===== src/rtl/seq_regfile_writeback_if.sv =====
// Completion bundle from execute/memory into the SEQ write-back stage.
// The master drives one completing instruction per step; the slave commits it.
interface seq_regfile_writeback_if;
    logic        step;
    logic [3:0]  icode;
    logic [3:0]  rA;
    logic [3:0]  rB;
    logic        cnd;
    logic [63:0] valE;
    logic [63:0] valM;
    logic        imem_error;
    logic        instr_invalid;
    logic        dmem_error;

    modport master (
        output step, icode, rA, rB, cnd, valE, valM,
        output imem_error, instr_invalid, dmem_error
    );

    modport slave (
        input step, icode, rA, rB, cnd, valE, valM,
        input imem_error, instr_invalid, dmem_error
    );
endinterface


===== src/rtl/seq_regfile_writeback.sv =====
// SEQ Y86-64 architectural state: register file, status and retired count.
// A fault or halt freezes everything until reset.
module seq_regfile_writeback #(
    parameter int          CNT_W    = 32,
    parameter logic [63:0] RSP_INIT = 64'h0
) (
    input  logic                 clk,
    input  logic                 rst_n,
    seq_regfile_writeback_if.slave bus,
    output logic [63:0]          rax,
    output logic [63:0]          rcx,
    output logic [63:0]          rdx,
    output logic [63:0]          rbx,
    output logic [63:0]          rsp,
    output logic [63:0]          rbp,
    output logic [63:0]          rsi,
    output logic [63:0]          rdi,
    output logic [63:0]          r8,
    output logic [63:0]          r9,
    output logic [63:0]          r10,
    output logic [63:0]          r11,
    output logic [63:0]          r12,
    output logic [63:0]          r13,
    output logic [63:0]          r14,
    output logic [1:0]           stat,
    output logic                 halted,
    output logic [CNT_W-1:0]     retired
);

    localparam logic [1:0] AOK = 2'd0;
    localparam logic [1:0] HLT = 2'd1;
    localparam logic [1:0] ADR = 2'd2;
    localparam logic [1:0] INS = 2'd3;
    localparam logic [3:0] RNONE = 4'hF;

    logic [63:0] regs [0:14];
    logic [3:0]  dst_e;
    logic [3:0]  dst_m;
    logic        live;
    logic        fault;
    logic        commit;

    always_comb begin
        dst_e = RNONE;
        unique case (bus.icode)
            4'h2:    dst_e = bus.cnd ? bus.rB : RNONE;
            4'h3,
            4'h6:    dst_e = bus.rB;
            4'h8,
            4'h9,
            4'hA,
            4'hB:    dst_e = 4'd4;
            default: dst_e = RNONE;
        endcase
    end

    always_comb begin
        dst_m = RNONE;
        if (bus.icode == 4'h5 || bus.icode == 4'hB)
            dst_m = bus.rA;
    end

    assign live   = bus.step && (stat == AOK);
    assign fault  = bus.imem_error || bus.instr_invalid || bus.dmem_error;
    assign commit = live && !fault;

    // valM is checked first so it wins when both ports name the same register
    always_ff @(posedge clk or negedge rst_n) begin
        if (!rst_n) begin
            for (int i = 0; i < 15; i++)
                regs[i] <= (i == 4) ? RSP_INIT : 64'h0;
        end else begin
            for (int i = 0; i < 15; i++) begin
                if (commit && dst_m == 4'(i))
                    regs[i] <= bus.valM;
                else if (commit && dst_e == 4'(i))
                    regs[i] <= bus.valE;
            end
        end
    end

    always_ff @(posedge clk or negedge rst_n) begin
        if (!rst_n) begin
            stat <= AOK;
        end else if (live) begin
            if (bus.imem_error)
                stat <= ADR;
            else if (bus.instr_invalid)
                stat <= INS;
            else if (bus.dmem_error)
                stat <= ADR;
            else if (bus.icode == 4'h0)
                stat <= HLT;
        end
    end

    always_ff @(posedge clk or negedge rst_n) begin
        if (!rst_n)
            retired <= '0;
        else if (commit && retired != '1)
            retired <= retired + 1'b1;
    end

    assign halted = (stat != AOK);

    assign rax = regs[0];
    assign rcx = regs[1];
    assign rdx = regs[2];
    assign rbx = regs[3];
    assign rsp = regs[4];
    assign rbp = regs[5];
    assign rsi = regs[6];
    assign rdi = regs[7];
    assign r8  = regs[8];
    assign r9  = regs[9];
    assign r10 = regs[10];
    assign r11 = regs[11];
    assign r12 = regs[12];
    assign r13 = regs[13];
    assign r14 = regs[14];

endmodule

===== src/flat_wrapper.sv =====
// flat-port wrapper written by rule: the top's interface ports become plain ports
module seq_regfile_writeback_flat 
#(
    parameter int          CNT_W    = 32,
    parameter logic [63:0] RSP_INIT = 64'h0
)
  (clk, rst_n, rax, rcx, rdx, rbx, rsp, rbp, rsi, rdi, r8, r9, r10, r11, r12, r13, r14, stat, halted, retired, bus_step, bus_icode, bus_rA, bus_rB, bus_cnd, bus_valE, bus_valM, bus_imem_error, bus_instr_invalid, bus_dmem_error);
  seq_regfile_writeback_if bus_i ();
  input  logic clk;
  input  logic rst_n;
  output logic [63:0] rax;
  output logic [63:0] rcx;
  output logic [63:0] rdx;
  output logic [63:0] rbx;
  output logic [63:0] rsp;
  output logic [63:0] rbp;
  output logic [63:0] rsi;
  output logic [63:0] rdi;
  output logic [63:0] r8;
  output logic [63:0] r9;
  output logic [63:0] r10;
  output logic [63:0] r11;
  output logic [63:0] r12;
  output logic [63:0] r13;
  output logic [63:0] r14;
  output logic [1:0] stat;
  output logic halted;
  output logic [CNT_W-1:0] retired;
  input wire logic [$bits(bus_i.step)-1:0] bus_step;
  input wire logic [$bits(bus_i.icode)-1:0] bus_icode;
  input wire logic [$bits(bus_i.rA)-1:0] bus_rA;
  input wire logic [$bits(bus_i.rB)-1:0] bus_rB;
  input wire logic [$bits(bus_i.cnd)-1:0] bus_cnd;
  input wire logic [$bits(bus_i.valE)-1:0] bus_valE;
  input wire logic [$bits(bus_i.valM)-1:0] bus_valM;
  input wire logic [$bits(bus_i.imem_error)-1:0] bus_imem_error;
  input wire logic [$bits(bus_i.instr_invalid)-1:0] bus_instr_invalid;
  input wire logic [$bits(bus_i.dmem_error)-1:0] bus_dmem_error;
  assign bus_i.step = bus_step;
  assign bus_i.icode = bus_icode;
  assign bus_i.rA = bus_rA;
  assign bus_i.rB = bus_rB;
  assign bus_i.cnd = bus_cnd;
  assign bus_i.valE = bus_valE;
  assign bus_i.valM = bus_valM;
  assign bus_i.imem_error = bus_imem_error;
  assign bus_i.instr_invalid = bus_instr_invalid;
  assign bus_i.dmem_error = bus_dmem_error;
  seq_regfile_writeback #(.CNT_W(CNT_W), .RSP_INIT(RSP_INIT)) u_core (.clk(clk), .rst_n(rst_n), .bus(bus_i), .rax(rax), .rcx(rcx), .rdx(rdx), .rbx(rbx), .rsp(rsp), .rbp(rbp), .rsi(rsi), .rdi(rdi), .r8(r8), .r9(r9), .r10(r10), .r11(r11), .r12(r12), .r13(r13), .r14(r14), .stat(stat), .halted(halted), .retired(retired));
endmodule

===== config.mk =====
export PLATFORM = sky130hd
export DESIGN_NAME = seq_regfile_writeback_flat
export DESIGN_NICKNAME = d
export VERILOG_FILES = /design/src/rtl/seq_regfile_writeback_if.sv /design/src/rtl/seq_regfile_writeback.sv /design/src/flat_wrapper.sv
export SDC_FILE = /design/constraint.sdc
export NUM_CORES = 2
export LEC_CHECK = 0
export BUFFER_PORTS_ARGS = -buffer_cell sky130_fd_sc_hd__buf_2
export CAP_MARGIN = 20
export CORE_AREA = 2 2 442 444
export CTS_CLUSTER_DIAMETER = 150
export DETAILED_ROUTE_END_ITERATION = 10
export DIE_AREA = 0 0 444 446
export PLACE_DENSITY = 0.45
export REMOVE_ABC_BUFFERS = 1
export SLEW_MARGIN = 15
export SYNTH_ARGS = -nofsm -noshare
export SYNTH_HDL_FRONTEND = slang
export SYNTH_SLANG_ARGS = --single-unit

===== constraint.sdc =====
create_clock -name clk -period 2.5 [get_ports clk]
set_input_delay 0.125 -clock clk [delete_from_list [all_inputs] [get_ports clk]]
set_output_delay 0.125 -clock clk [all_outputs]
set_load 0.02 [all_outputs]

== Yosys cells after proc, flatten, opt, wreduce, memory -nomap -nowiden ==
Index checks and enable logic that the tools add are counted.
Storage, ports and cells
  register bits: 994
  bits in latches: 0
  memory bits (writable): 0
  bits in read-only memories: 0
  input bits: 147
  output and inout port bits: 995
  word-level logic and storage cells: 153
  memories kept: 0
Operators by class
  $add $sub $neg: 1
  multiply operators: 0
  div/mod/pow operators: 0
  magnitude comparators: 0
  eq/ne operators: 37
  shift-type cells: 0
  muxes and demuxes: 37
  bitwise gates (word level): 0
  reductions and logical operators: 61
Operators by type and width (number)
  2-to-1 mux 64 bit: 30
  == test 4 bit, second input constant: 18
  == test 4 x 3 -> 1 bit, second input constant: 10
  logical AND 1 bit: 33
  adder 32 x 1 -> 32 bit, second input constant: 1
  inequality test 32 bit, second input constant: 1
  nonzero test 2 bit: 16
  == test 4 x 2 -> 1 bit, second input constant: 6
  logical NOT 4 bit: 3
  one-hot mux 4 bit (3 select lines): 1
  == test 4 x 1 -> 1 bit, second input constant: 2
  2-to-1 mux 2 bit: 4
  2-to-1 mux 4 bit: 2
  nonzero test 4 bit: 1
  OR reduction 4 bit: 1
  logical OR 1 bit: 3
  logical NOT 2 bit: 1
  AND reduction 2 bit: 1
  OR reduction 2 bit: 1
  logical NOT 1 bit: 1

== Depth between registers and ports, before layout ==
  word-level depth: 7
  depth in mapped cells: 9

== Worst setup path before layout ==
No wires, ideal clock.
  path type: register -> register
  start: register u_core.stat[1]
  end: register u_core.regs (netlist bit u_core.rsp[0])
  library setup time: 124 ps
  data arrival time: 2318 ps
  required time: 2376 ps
  slack: 58 ps
  cell stages (with the launch flop): 8
  path buffers: 2
  cells stage by stage: dfrtp_1 -> or4_4 -> a211o_1 -> or4_1 -> buf_2 -> buf_2 -> o21ai_1 -> a21oi_1
On the way
  longest elaborated chain between the ends: 5
  elaborated cells on any way between the ends: 7
  classes of those cells: 1 x mux; 6 x reduce/logical
Ends and longest elaborated chain
  start, declared: line seq_regfile_writeback.sv:25  | output logic [1:0] stat,
  start signal, assigned: line seq_regfile_writeback.sv:84  | stat <= AOK;
  start signal, assigned: line seq_regfile_writeback.sv:87  | stat <= ADR;
  start signal, assigned: line seq_regfile_writeback.sv:89  | stat <= INS;
  logical NOT 2 bit (*): line seq_regfile_writeback.sv:63  | assign live = bus.step && (stat == AOK);
  logical AND 1 bit (*): line seq_regfile_writeback.sv:63
  logical AND 1 bit (*): line seq_regfile_writeback.sv:65  | assign commit = live && !fault;
  logical AND 1 bit (on tied branches): line seq_regfile_writeback.sv:74, seq_regfile_writeback.sv:76
  2-to-1 mux 64 bit or nonzero test 2 bit (tied branches)
  end signal, assigned by index: line seq_regfile_writeback.sv:71  | regs[i] <= (i == 4) ? RSP_INIT : 64'h0;
  end signal, assigned by index: line seq_regfile_writeback.sv:75  | regs[i] <= bus.valM;
  end signal, assigned by index: line seq_regfile_writeback.sv:77  | regs[i] <= bus.valE;
  end, declared: line seq_regfile_writeback.sv:36  | logic [63:0] regs [0:14];
Mark *: on every way between the ends. The rest lies on a longest branch, timed or not.
A chain may end at the register's enable or synchronous reset.

== Worst setup path in the final report ==
  start: register u_core.stat[0]
  end: register u_core.regs (netlist bit u_core.rsi[19])
The elaborated chain is that of the path after synthesis.

==> run metrics <==
hold crit path type=in -> reg; failing checks=negative setup slack; CP Capture Type=flop; sequential fraction of design power=0.434; CTS tree=built; post-synth cell types=52; Setup CP Type=reg -> reg; Post-synth EDFFs=0; crit path from=u_core.stat[0]; wire length per cell=31.6 um; via count=47900; clock slew at reported path FFs=60 ps; total gr overflow=0; leakage dissipation=34.0 nW; Routed Antenna Nets=0; core area=0.194 mm^2; hold_sp=bus_rB[1]; CTS sink count=994; Crit Reg-Reg Startpoint=u_core.stat[0]; # port buffers=1141; Final Hold Slack=139 ps; crit-path max FO=8; PD cells=563 mW/mm^2; fin crit share=1.02; PnR worst setup slack=-48.8 ps; initial core utilization=0.244; slowest CP cell=or4_4; switch share=0.257; Final HPWL DP=178000 um; initial antenna violation count=13; Yosys reg bits=994; Final Hold Viols=0; largest net degree at the start of global routing=104; CP max stage delay=550 ps; synth warn=0; P&R area growth vs syn=39.9%; Worst-Skew Late Latency=790 ps; fmax=392 MHz; Final Max Slew Viols=0; Worst Path Arrival=3170 ps; relative slew slack=0.252; first-pass GRT wire length=364000 um; CP dominant cell by count=buf_6; Syn Area/Cell=9.32 um^2; setup TNS=-1300 ps; Layout Nets=6447; RD Place Congestion=0.845; Starting DRT DRC Count=5058; H-tree depth=3; actual slew at the worst max-slew pin=1110 ps; clock share of power=0.502; Switch Pwr=9.58 mW; # setup viols final=76; Via density=5.35; WP data required=3120 ps; maximum vdd ir drop=0.000538 V; fraction of registers with async set/reset=1.00; internal power=27.6 mW; share of cells above drive strength 1=0.297; Residual DRC=0; MaxCap Viol Count=0; Synth Flop Type=dfrtp_1; mapped cell area=0.0472 mm^2; Die H=446 um; die width=444 um; Final Skew=31.6 ps; Num CTS Buffers=118; worst-path cell chain=or4_4, buf_6, nor3_4, buf_6, buf_6, o2111ai_4, buf_12, clkbuf_16, mux2i_1, a21oi_1; RSZ-0062 raised after global routing=yes; DRT Pass-1 Iters=8; Total Routed Length=283000 um; outcome=finished, violations left; part of the power in combinational logic=0.064; CTS root buffer=clkbuf_16; row cnt=162; all-layer global routing usage=0.256; Seq/Total Area, Yosys=0.527; Die ar.=0.198 mm^2; Post-Syn Instances=5062; clock buffer depth=3; Tmin final=2550 ps; I/O pins=1142; vias in the first global route=44900; startpoint types=flop
final cells by class:
class / count / area (um^2)
clock inverter: 35 / 423
inverter: 6 / 22.5
multi-input combinational: 3480 / 20800
antenna: 9 / 22.5
clock buffer: 188 / 3710
tap: 2542 / 3180
timing repair buffer: 1699 / 13000
fill: 19900 / 128000
sequential: 994 / 24900
stage by stage:
stage | worst slack, ps | utilization | power, mW | cells | cell area, um^2
CTS | -46.8 | 0.330 | 37.5 | 8878 | 63800
global route | -108 | 0.341 | 38.2 | 8951 | 66000
global placement | -311 | 0.299 | 18.6 | 8490 | 57800
detailed placement | -233 | 0.299 | 18.6 | 8490 | 57800
finish | -48.8 | 0.341 | 37.2 | 8953 | 66000
floorplan | -10850 | - | 16.8 | 4480 | 44600
timing repair:
action / CTS / global route
buffers inserted: 22 / 26
gates cloned: 4 / 42
endpoints found under the setup margin: 730 / 868
hold buffers: 139 / 0
gates resized for setup: 37 / 187
pin swaps: 46 / 98
hold endpoints to repair: 1771 / 0
Yosys cell counts (13+ instances only):
library cell / count / area [um^2]
nand2_1: 282 / 1060
o21ai_0: 205 / 1030
a31oi_1: 514 / 3220
nor3_1: 13 / 65.1
clkbuf_1: 425 / 1600
and3_1: 17 / 106
mux2i_1: 449 / 4490
nor2_1: 844 / 3170
buf_4: 42 / 315
xor2_1: 16 / 140
nand3_1: 18 / 90.1
a21oi_1: 774 / 3870
dfrtp_1: 994 / 24900
a2bb2oi_1: 128 / 1120
o21ai_1: 121 / 606
buf_2: 96 / 480
nand4_1: 18 / 113
critical path, delay by kind of cell, from the launching register on:
family	cells	cell delay, ps
AO/OA/AOI/OAI	2	240
buffers and inverters	5	840
flip-flops	1	380
multiplexers	1	190
AND/OR/NAND/NOR	2	690
registers in the layout, indices dropped and copies added (netlist names), 32 cells and up:
| register | flops |
|---|---|
| u_core.rax | 64 |
| u_core.r14 | 64 |
| u_core.rsp | 64 |
| u_core.r11 | 64 |
| u_core.rsi | 64 |
| u_core.rdi | 64 |
| u_core.r9 | 64 |
| u_core.r12 | 64 |
| u_core.r10 | 64 |
| u_core.rdx | 64 |
| u_core.r13 | 64 |
| u_core.rbx | 64 |
| u_core.r8 | 64 |
| u_core.rbp | 64 |
| u_core.rcx | 64 |
| u_core.retired | 32 |
layout by cell type, fill, tap and decap left out, types with 116 or more instances in the layout:
| cell type | netlist | routed |
|---|---|---|
| a21oi_1 | 774 | 754 |
| a2bb2oi_1 | 128 | 116 |
| a31oi_1 | 514 | 473 |
| buf_12 | 0 | 117 |
| buf_2 | 96 | 1140 |
| buf_4 | 42 | 193 |
| clkbuf_16 | 0 | 154 |
| dfrtp_1 | 994 | 994 |
| dlygate4sd3_1 | 0 | 139 |
| mux2i_1 | 449 | 447 |
| nand2_1 | 282 | 272 |
| nor2_1 | 844 | 829 |
| o21ai_0 | 205 | 201 |
| o21ai_1 | 121 | 123 |
logic make-up (layout without fill, tap and decap cells):
family	after synthesis	in the layout	synth area share
adder cells (fa/ha/maj)	1	1	0.000265
AO/OA/AOI/OAI	1760	1760	0.212
multiplexers	449	449	0.0953
XOR/XNOR	28	28	0.00520
buffers and inverters	588	1928	0.0546
other	0	9	0
AND/OR/NAND/NOR	1242	1242	0.106
flip-flops	994	994	0.527
final timing paths:
path | end | slack [ps] | cells past startpoint
max in group asynchronous | u_core.rbx[52] | 980 | 3
min | u_core.r14[29] | 140 | 6
min in group asynchronous | u_core.rsp[9] | 300 | 3
min reg2reg | u_core.retired[9] | 500 | 1
max reg2reg | u_core.rsi[19] | -50 | 10
max | u_core.rsi[19] | -50 | 10
layer usage:
metal,vias to the layer above,routed length (um),global-route usage
met3,521,23500,0.0573
met4,0,16100,0.134
met2,2542,134000,0.420
met1,24400,110000,0.313
met5,-,0,0
li1,20400,-,-
power by group through the flow:
stage               registers (mW)  logic [mW]  clock network [mW]
floorplan                     16.5       0.347                   0
global placement              16.4        2.15                   0
detailed placement            16.4        2.15                   0
CTS                           16.1        2.32                19.0
global route                  16.1        2.49                19.6
finish                        16.1        2.38                18.7
Power figures use the tool's default switching activity.
